[config.mk]
export PLATFORM = sky130hd
export DESIGN_NAME = pipe_stage_skid
export DESIGN_NICKNAME = d
export VERILOG_FILES = /design/src/rtl/pipe_stage_skid.sv
export SDC_FILE = /design/constraint.sdc
export NUM_CORES = 1
export LEC_CHECK = 0
export ABC_AREA = 1
export BUFFER_PORTS_ARGS = -buffer_cell sky130_fd_sc_hd__buf_4
export CORE_ASPECT_RATIO = 0.6
export CORE_MARGIN = 2
export CORE_UTILIZATION = 55
export CTS_CLUSTER_DIAMETER = 30
export DETAILED_ROUTE_END_ITERATION = 8
export MAX_ROUTING_LAYER = met4
export PLACE_DENSITY = 0.9
export SETUP_SLACK_MARGIN = 0.1
export SLEW_MARGIN = 20
export SYNTH_ARGS = -nofsm -noshare
export SYNTH_HDL_FRONTEND = slang
export SYNTH_SLANG_ARGS = --single-unit
[constraint.sdc]
create_clock -name clk_i -period 6.35 [get_ports clk_i]
set_clock_uncertainty 0.15 [all_clocks]
set_input_delay 1.27 -clock clk_i [delete_from_list [all_inputs] [get_ports clk_i]]
set_output_delay 1.27 -clock clk_i [all_outputs]
set_load 0.005 [all_outputs]
[src/rtl/pipe_stage_skid.sv]
// Pipeline register with valid/ready handshake, a one-entry skid buffer and synchronous flush.
// Defining PIPE_STAGE_PERF_EN adds a saturating stall counter on stall_cnt_o.
module pipe_stage_skid #(
  parameter int unsigned      WIDTH     = 64,
  parameter logic [WIDTH-1:0] RESET_VAL = {WIDTH{1'b0}},
  parameter int unsigned      CNT_W     = 16
) (
  input  logic             clk_i,
  input  logic             rst_i,
  input  logic             flush_i,
  input  logic             up_valid_i,
  output logic             up_ready_o,
  input  logic [WIDTH-1:0] up_data_i,
  output logic             dn_valid_o,
  input  logic             dn_ready_i,
  output logic [WIDTH-1:0] dn_data_o
`ifdef PIPE_STAGE_PERF_EN
  ,
  output logic [CNT_W-1:0] stall_cnt_o
`endif
);

  typedef enum logic [1:0] {
    ST_EMPTY = 2'd0,
    ST_ONE   = 2'd1,
    ST_TWO   = 2'd2
  } state_t;

  state_t           state_r;
  logic [WIDTH-1:0] main_data_r;
  logic [WIDTH-1:0] skid_data_r;
  logic             dn_valid_r;
  logic             up_ready_r;
  logic             acc_s;
  logic             pop_s;

  // Ready comes straight from a flop, so no path exists from dn_ready_i to up_ready_o.
  assign acc_s      = up_valid_i & up_ready_r;
  assign pop_s      = dn_valid_r & dn_ready_i;
  assign up_ready_o = up_ready_r;
  assign dn_valid_o = dn_valid_r;
  assign dn_data_o  = main_data_r;

  // Occupancy state machine with main/skid data and registered handshake outputs.
  always_ff @(posedge clk_i or posedge rst_i) begin
    if (rst_i) begin
      state_r     <= ST_EMPTY;
      main_data_r <= RESET_VAL;
      skid_data_r <= RESET_VAL;
      dn_valid_r  <= 1'b0;
      up_ready_r  <= 1'b1;
    end else if (flush_i) begin
      state_r     <= ST_EMPTY;
      main_data_r <= RESET_VAL;
      skid_data_r <= RESET_VAL;
      dn_valid_r  <= 1'b0;
      up_ready_r  <= 1'b1;
    end else begin
      case (state_r)
        ST_EMPTY: begin
          if (acc_s) begin
            state_r     <= ST_ONE;
            main_data_r <= up_data_i;
            dn_valid_r  <= 1'b1;
            up_ready_r  <= 1'b1;
          end else begin
            state_r     <= ST_EMPTY;
            dn_valid_r  <= 1'b0;
            up_ready_r  <= 1'b1;
          end
        end
        ST_ONE: begin
          if (acc_s && pop_s) begin
            main_data_r <= up_data_i;
          end else if (acc_s) begin
            // Downstream stalled: park the new word behind the head.
            state_r     <= ST_TWO;
            skid_data_r <= up_data_i;
            up_ready_r  <= 1'b0;
          end else if (pop_s) begin
            state_r     <= ST_EMPTY;
            dn_valid_r  <= 1'b0;
          end else begin
            state_r     <= ST_ONE;
          end
        end
        ST_TWO: begin
          if (pop_s) begin
            state_r     <= ST_ONE;
            main_data_r <= skid_data_r;
            up_ready_r  <= 1'b1;
          end else begin
            state_r     <= ST_TWO;
          end
        end
        default: begin
          state_r     <= ST_EMPTY;
          main_data_r <= RESET_VAL;
          skid_data_r <= RESET_VAL;
          dn_valid_r  <= 1'b0;
          up_ready_r  <= 1'b1;
        end
      endcase
    end
  end

`ifdef PIPE_STAGE_PERF_EN
  logic [CNT_W-1:0] stall_cnt_r;

  assign stall_cnt_o = stall_cnt_r;

  // Saturating count of cycles where a valid word is refused downstream; flush does not clear it.
  always_ff @(posedge clk_i or posedge rst_i) begin
    if (rst_i) begin
      stall_cnt_r <= {CNT_W{1'b0}};
    end else if (dn_valid_r && !dn_ready_i && (stall_cnt_r != {CNT_W{1'b1}})) begin
      stall_cnt_r <= stall_cnt_r + CNT_W'(1);
    end else begin
      stall_cnt_r <= stall_cnt_r;
    end
  end
`else
  logic [CNT_W-1:0] unused_stall_cnt_s;
  assign unused_stall_cnt_s = {CNT_W{1'b0}};
`endif

endmodule

Yosys cells after proc, flatten, opt, wreduce, memory -nomap -nowiden
Cells that the tools add are included.
- output and inout bits: 66
- flip-flop bits (word level): 132
- bitwise gates (word level): 2
- mux-type cells: 26
- reduce and logical (&&, ||, !) cells: 7
- equal/unequal tests: 11
- operators by type and width (cell ; count):
    $mux 64 ; 6
    $pmux 64 s3 ; 1
    $pmux 64 s2 ; 1
    $ne 3x3->1 const B ; 7
    $mux 1 ; 11
    $reduce_and 3->1 ; 3
    $mux 2 ; 4
    $pmux 2 s3 ; 1
    $reduce_and 4->1 ; 1
    $pmux 1 s3 ; 1
    $and 1x1->1 ; 2
    $eq 2x1->1 const B ; 1
    $eq 2x2->1 const B ; 1
    $logic_not 2->1 ; 1
    $ne 2x1->1 const B ; 1
    $ne 2x2->1 const B ; 1
    $pmux 1 s2 ; 1
    $reduce_or 2->1 ; 1
    $logic_and 1x1->1 ; 1

Logic depth before layout (Yosys ltp)
- depth in word-level cells: 6
- mapped depth: 9
- mapped depth without buffers: 7

Least setup slack after synthesis
OpenSTA, ideal clock, no wires.
- path type: in2reg
- start: input port up_valid_i
- end: register main_data_r[53], in the netlist dn_data_o[53]
- path buffers: 2
- slack: 4.028 ns
- arrival: 2.054 ns
- data required time: 6.082 ns
- cell stages on the path: 8
- cell sequence: nand2_2 clkinv_1 nand2_1 nand2_2 buf_6 buf_6 nand4_1 nand2_1
- cells in the longest elaborated chain, start to end: 4
- elaborated cells between the ends (all ways): 5
- classes of those cells: 2 x eq/ne; 1 x bitwise; 2 x reduce/logical
- RTL lines (item ; RTL line ; RTL):
    start, declared ; 11 ; input logic up_valid_i,
    $and 1x1->1 * ; 38 ; assign acc_s = up_valid_i & up_ready_r;
    $logic_and 1x1->1 ; 73 ; if (acc_s && pop_s) begin
    $ne 3x3->1 (no line) ; - ;
    $reduce_and 3->1 (no line) * ; - ;
    end signal, assigned ; 63 ; main_data_r <= up_data_i;
    end signal, assigned ; 74 ; main_data_r <= up_data_i;
    end signal, assigned ; 90 ; main_data_r <= skid_data_r;
    end, declared ; 30 ; logic [WIDTH-1:0] main_data_r;
Mark *: on every way between the ends. The rest lies on a longest branch, timed or not.
A chain may end at the register's enable or synchronous reset.

Final worst setup path
- start: input port up_valid_i
- end: register main_data_r[40], in the netlist dn_data_o[40]
The elaborated chain is that of the path after synthesis.

==> results.md <==
Power and ir drop:
- Power spread over the standard cell area amounts to 295.9 nW/µm².
- The static leakage is 0.004448 µW.
- The worst supply voltage drop on vdd is 0.0002130 V.

Detailed routing:
- The detail route stage leaves a number of antenna-violating nets equal to 0.
- Using the TritonRoute via totals, the vias-per-cell ratio works out to 5.843.
- For this block, the initial DRC count from the detailed router was 976.
- The wire length per cell is 17.19 µm.
- Detailed routing inserted a total of 6334 vias.
- For this block, the routed nets add up to 18640 µm of wire.
- The first-pass detailed-route iteration total is 8.
- The total DRC errors in the routed layout is 0.

STA:
- The highest clock frequency the design can meet is 286.4 MHz.
- The final count of pins violating max slew is 0.
- The post-route fraction of the period consumed by the critical path is a little over half.
- The max-slew headroom at the worst pin is 28.43%.
- The final number of hold-violating endpoints is 0.
- Setup repair after global routing left no endpoint under its margin.
- The setup slack after layout is between 2000 and 3000 ps.
- The final-report setup violation count is 0.
- For the pin with the worst max-slew slack, the measured transition is 1071 ps.
- The sum of negative setup slack is 0 ps.
- The minimum clock period after layout is 3491 ps.

Placed design:
- The half-perimeter wire length after detailed placement is roughly 11000 µm.
- Prior to clock tree synthesis, the placed netlist has a worst setup slack of 2502 ps.
- The number of buffers inserted by port buffering is between 100 and 150.
- The final RePlAce weighted congestion is just over 0.8.

CTS:
- The number of gates resized after CTS was 0.
- The post-CTS setup repair buffer count is 0.
- Clock-pin slew was measured on the worst setup and hold paths at 60 ps.
- Counting along the longest clock path gives a buffer depth of 2.
- The clock sink count is about 130.
- The total of hold buffers inserted after clock tree synthesis is 0.
- TritonCTS built the clock tree.
- The tree is rooted in a sky130_fd_sc_hd__clkbuf_16.
- The total CTS buffers is 17.
- The depth of the CTS H-tree is 4.
- The clock latency on the worst-skew pair is 420 ps.

Critical path:
- The arrival time of the worst setup path is 3690 ps.
- Across all register-to-register paths, the minimum setup slack is roughly 3000 ps.
- STA classifies the critical path endpoint as a flip-flop.
- The endpoint required time on the critical path is between 6000 and 7000 ps.
- The worst setup path startpoint is up_valid_i.
- The path type of the worst setup path is input pin to flip-flop.
- The worst register-to-register path has a depth of 5.
- The type of origin of the critical path is an input pin.
- The startpoint of the lowest-slack register-to-register path is state_r[1].
- In this run the worst path has a maximum fanout of 65.

Yosys:
- The post-synthesis cell type with the largest combined area is sky130_fd_sc_hd__dfrtp_1.
- A synthesized cell averages 7.999 µm².
- The number of cells produced by synthesis is about 820.
- The synthesized net count is 893.
- The portion of synthesized area spent on multiplexers is 0%.
- After Yosys synthesis, full adders, half adders and majority gates account for 0% of the synthesized area.
- The top-area cell type share of the netlist area is 49.73%.
- The count of unique library cells instantiated by Yosys is 23.
- After synthesis, the largest family of logic cells by area is simple AND/OR/NAND/NOR gates.
- The share of the yosys chip area belonging to registers is approximately 50%.
- The fraction of the mapped netlist area in simple logic gates is a little over two fifths.
- The synthesized-area fraction occupied by xor and xnor cells is 0%.
- Summing the areas of all compound-gate instances in the mapped netlist gives 0.2088% of the synthesized area.
- The Yosys step of the flow raised 0 warnings.
- The total standard cell area after synthesis is 6591 µm².
- The number of synthesized register bits is 132.
- By area the synthesized netlist is led by sky130_fd_sc_hd__dfrtp_1 50%, sky130_fd_sc_hd__nand2_1 23%, sky130_fd_sc_hd__nand4_1 12%.

Floorplanning:
- In this run the core area contains 30 standard-cell rows.
- The starting density of the core is 57.39%.
- From bottom edge to top edge, the die measures a little under 90 µm.
- The die covers 12900 µm².
- 135 I/O pins were placed.
- The core region is 11490 µm².
- The die width is 145.3 µm.

Global route:
- Entering global routing, the biggest net connects 84 pins.
- Global routing finished with a remaining overflow of 0.
- The via count of the first global-routing pass is 6064.
- The number of antenna violations at the first check in global routing is 0.
- The global-route usage over all layers is 31.25%.
- The global-route wire length before repair is roughly 30000 µm.

Cells and area:
- Relative to the synthesized area, the layout overhead comes to 20.80%.
- The net count of the finished layout is 980.
- The count of antenna diodes in the layout is 0.
- The share of cells above drive strength 1 is 20.45%.

Min path:
- The origin of the worst min-delay path is skid_data_r[36].
- The class of the most critical hold timing path is flip-flop to flip-flop.
- The instance count along the most critical hold path is 2.

Outcome:
- The flow ran to the end, and the final reports show no timing, DRC or antenna violations.

Job:
- Across the run, the number of max-cap violations was 0.
-- cell usage in the layout (no fill, tap or decap) --
master                       synthesis  layout
sky130_fd_sc_hd__clkbuf_1            4       4
sky130_fd_sc_hd__nand2_2             3       3
sky130_fd_sc_hd__dfstp_2             1       1
sky130_fd_sc_hd__dfrtp_2             0       1
sky130_fd_sc_hd__nor2_1              2       1
sky130_fd_sc_hd__clkinv_2            0       5
sky130_fd_sc_hd__o21ai_0             1       1
sky130_fd_sc_hd__inv_4               1       1
sky130_fd_sc_hd__inv_2               3       3
sky130_fd_sc_hd__nor2_4              2       4
sky130_fd_sc_hd__nand2_4             1       1
sky130_fd_sc_hd__nand2_1           400     400
sky130_fd_sc_hd__buf_4              29     142
sky130_fd_sc_hd__nand3_4             2       2
sky130_fd_sc_hd__nand4_1           128     128
sky130_fd_sc_hd__clkinv_1            1       1
sky130_fd_sc_hd__nand3_1            68      68
sky130_fd_sc_hd__bufinv_16           0       2
sky130_fd_sc_hd__o21ai_2             1       1
sky130_fd_sc_hd__clkbuf_16           0      17
sky130_fd_sc_hd__inv_1               3       2
sky130_fd_sc_hd__inv_6               0       1
sky130_fd_sc_hd__nand4_4             0       1
sky130_fd_sc_hd__dfrtp_1           131     130
sky130_fd_sc_hd__clkbuf_8            0       1
sky130_fd_sc_hd__clkinvlp_4          0       3
-- Yosys cell counts --
cell type / n
sky130_fd_sc_hd__dfrtp_1: 131
sky130_fd_sc_hd__dfstp_2: 1
sky130_fd_sc_hd__o21ai_2: 1
sky130_fd_sc_hd__buf_1: 3
sky130_fd_sc_hd__nor2_4: 2
sky130_fd_sc_hd__nand2_4: 1
sky130_fd_sc_hd__inv_2: 3
sky130_fd_sc_hd__nand4_2: 1
sky130_fd_sc_hd__nand2_1: 400
sky130_fd_sc_hd__inv_1: 3
sky130_fd_sc_hd__inv_4: 1
sky130_fd_sc_hd__buf_6: 8
sky130_fd_sc_hd__buf_4: 29
sky130_fd_sc_hd__clkinv_1: 1
sky130_fd_sc_hd__nand4_1: 128
sky130_fd_sc_hd__nor2_2: 1
sky130_fd_sc_hd__clkbuf_1: 4
sky130_fd_sc_hd__nand3_4: 2
sky130_fd_sc_hd__o21ai_0: 1
sky130_fd_sc_hd__buf_2: 30
sky130_fd_sc_hd__nor2_1: 2
sky130_fd_sc_hd__nand3_1: 68
sky130_fd_sc_hd__nand2_2: 3
-- sequential cells by signal, summed over array words and instances (netlist names) --
register / cells
dn_data_o: 64
dn_valid_o: 1
skid_data_r: 64
state_r: 2
up_ready_o: 1
-- layout make-up --
cell class | count | area (µm²)
Inverter | 8 | 37.54
Fill cell | 931 | 3523
Timing Repair Buffer | 142 | 1066
Clock buffer | 22 | 454.2
Multi-Input combinational cell | 610 | 2791
Sequential cell | 132 | 3306
Tap cell | 160 | 200.2
Clock inverter | 10 | 107.6
-- power by group --
| group | leakage [µW] | internal, µW | switching (µW) | total, µW |
|---|---|---|---|---|
| logic | 0.00241 | 165 | 277 | 441 |
| registers | 0.00177 | 919 | 52.6 | 972 |
| clock network | 0.000270 | 584 | 360 | 943 |
-- logic make-up (layout without fill, tap and decap cells) --
group,count (synthesis),count (layout)
AND/OR/NAND/NOR,608,608
AO/OA/AOI/OAI,2,2
buffers and inverters,82,182
flip-flops,132,132
-- stage by stage --
step,hold slack [ps],std cells,area (µm²),power (µW),util [%]
2_1_floorplan,292.5,824,6591,1234,-
3_3_place_gp,304.0,1052,7401,1410,64.43
3_5_place_dp,309.9,1052,7401,1419,64.43
4_1_cts,323.3,1084,7963,2356,69.32
5_1_grt,345.7,1084,7963,2455,69.32
6_report,322.5,1084,7963,2356,69.32
-- path summary, 6_finish.rpt --
path	endpoint
worst max-delay path	dn_data_o[40]
worst min-delay path	skid_data_r[36]
worst max register to register	dn_data_o[40]
worst min register to register	skid_data_r[36]
max in group asynchronous	state_r[1]
min in group asynchronous	dn_data_o[25]
-- critical path, stage by stage --
cell and delay (ps):
sky130_fd_sc_hd__buf_4 120, sky130_fd_sc_hd__nand2_2 150, sky130_fd_sc_hd__nand4_4 820, sky130_fd_sc_hd__nand3_4 1050
sky130_fd_sc_hd__nand2_1 140, sky130_fd_sc_hd__nand2_1 120
-- per-layer routing --
layer | part of all wire (%) | track usage [%] | routed length (µm)
met1 | 44 | 43.07 | 8114
met2 | 44 | 46.32 | 8286
met3 | 11 | 8.454 | 2001
met4 | 1.3 | 8.111 | 237
met5 | 0 | - | 0
Note: power is estimated with default switching activity, not from simulation.
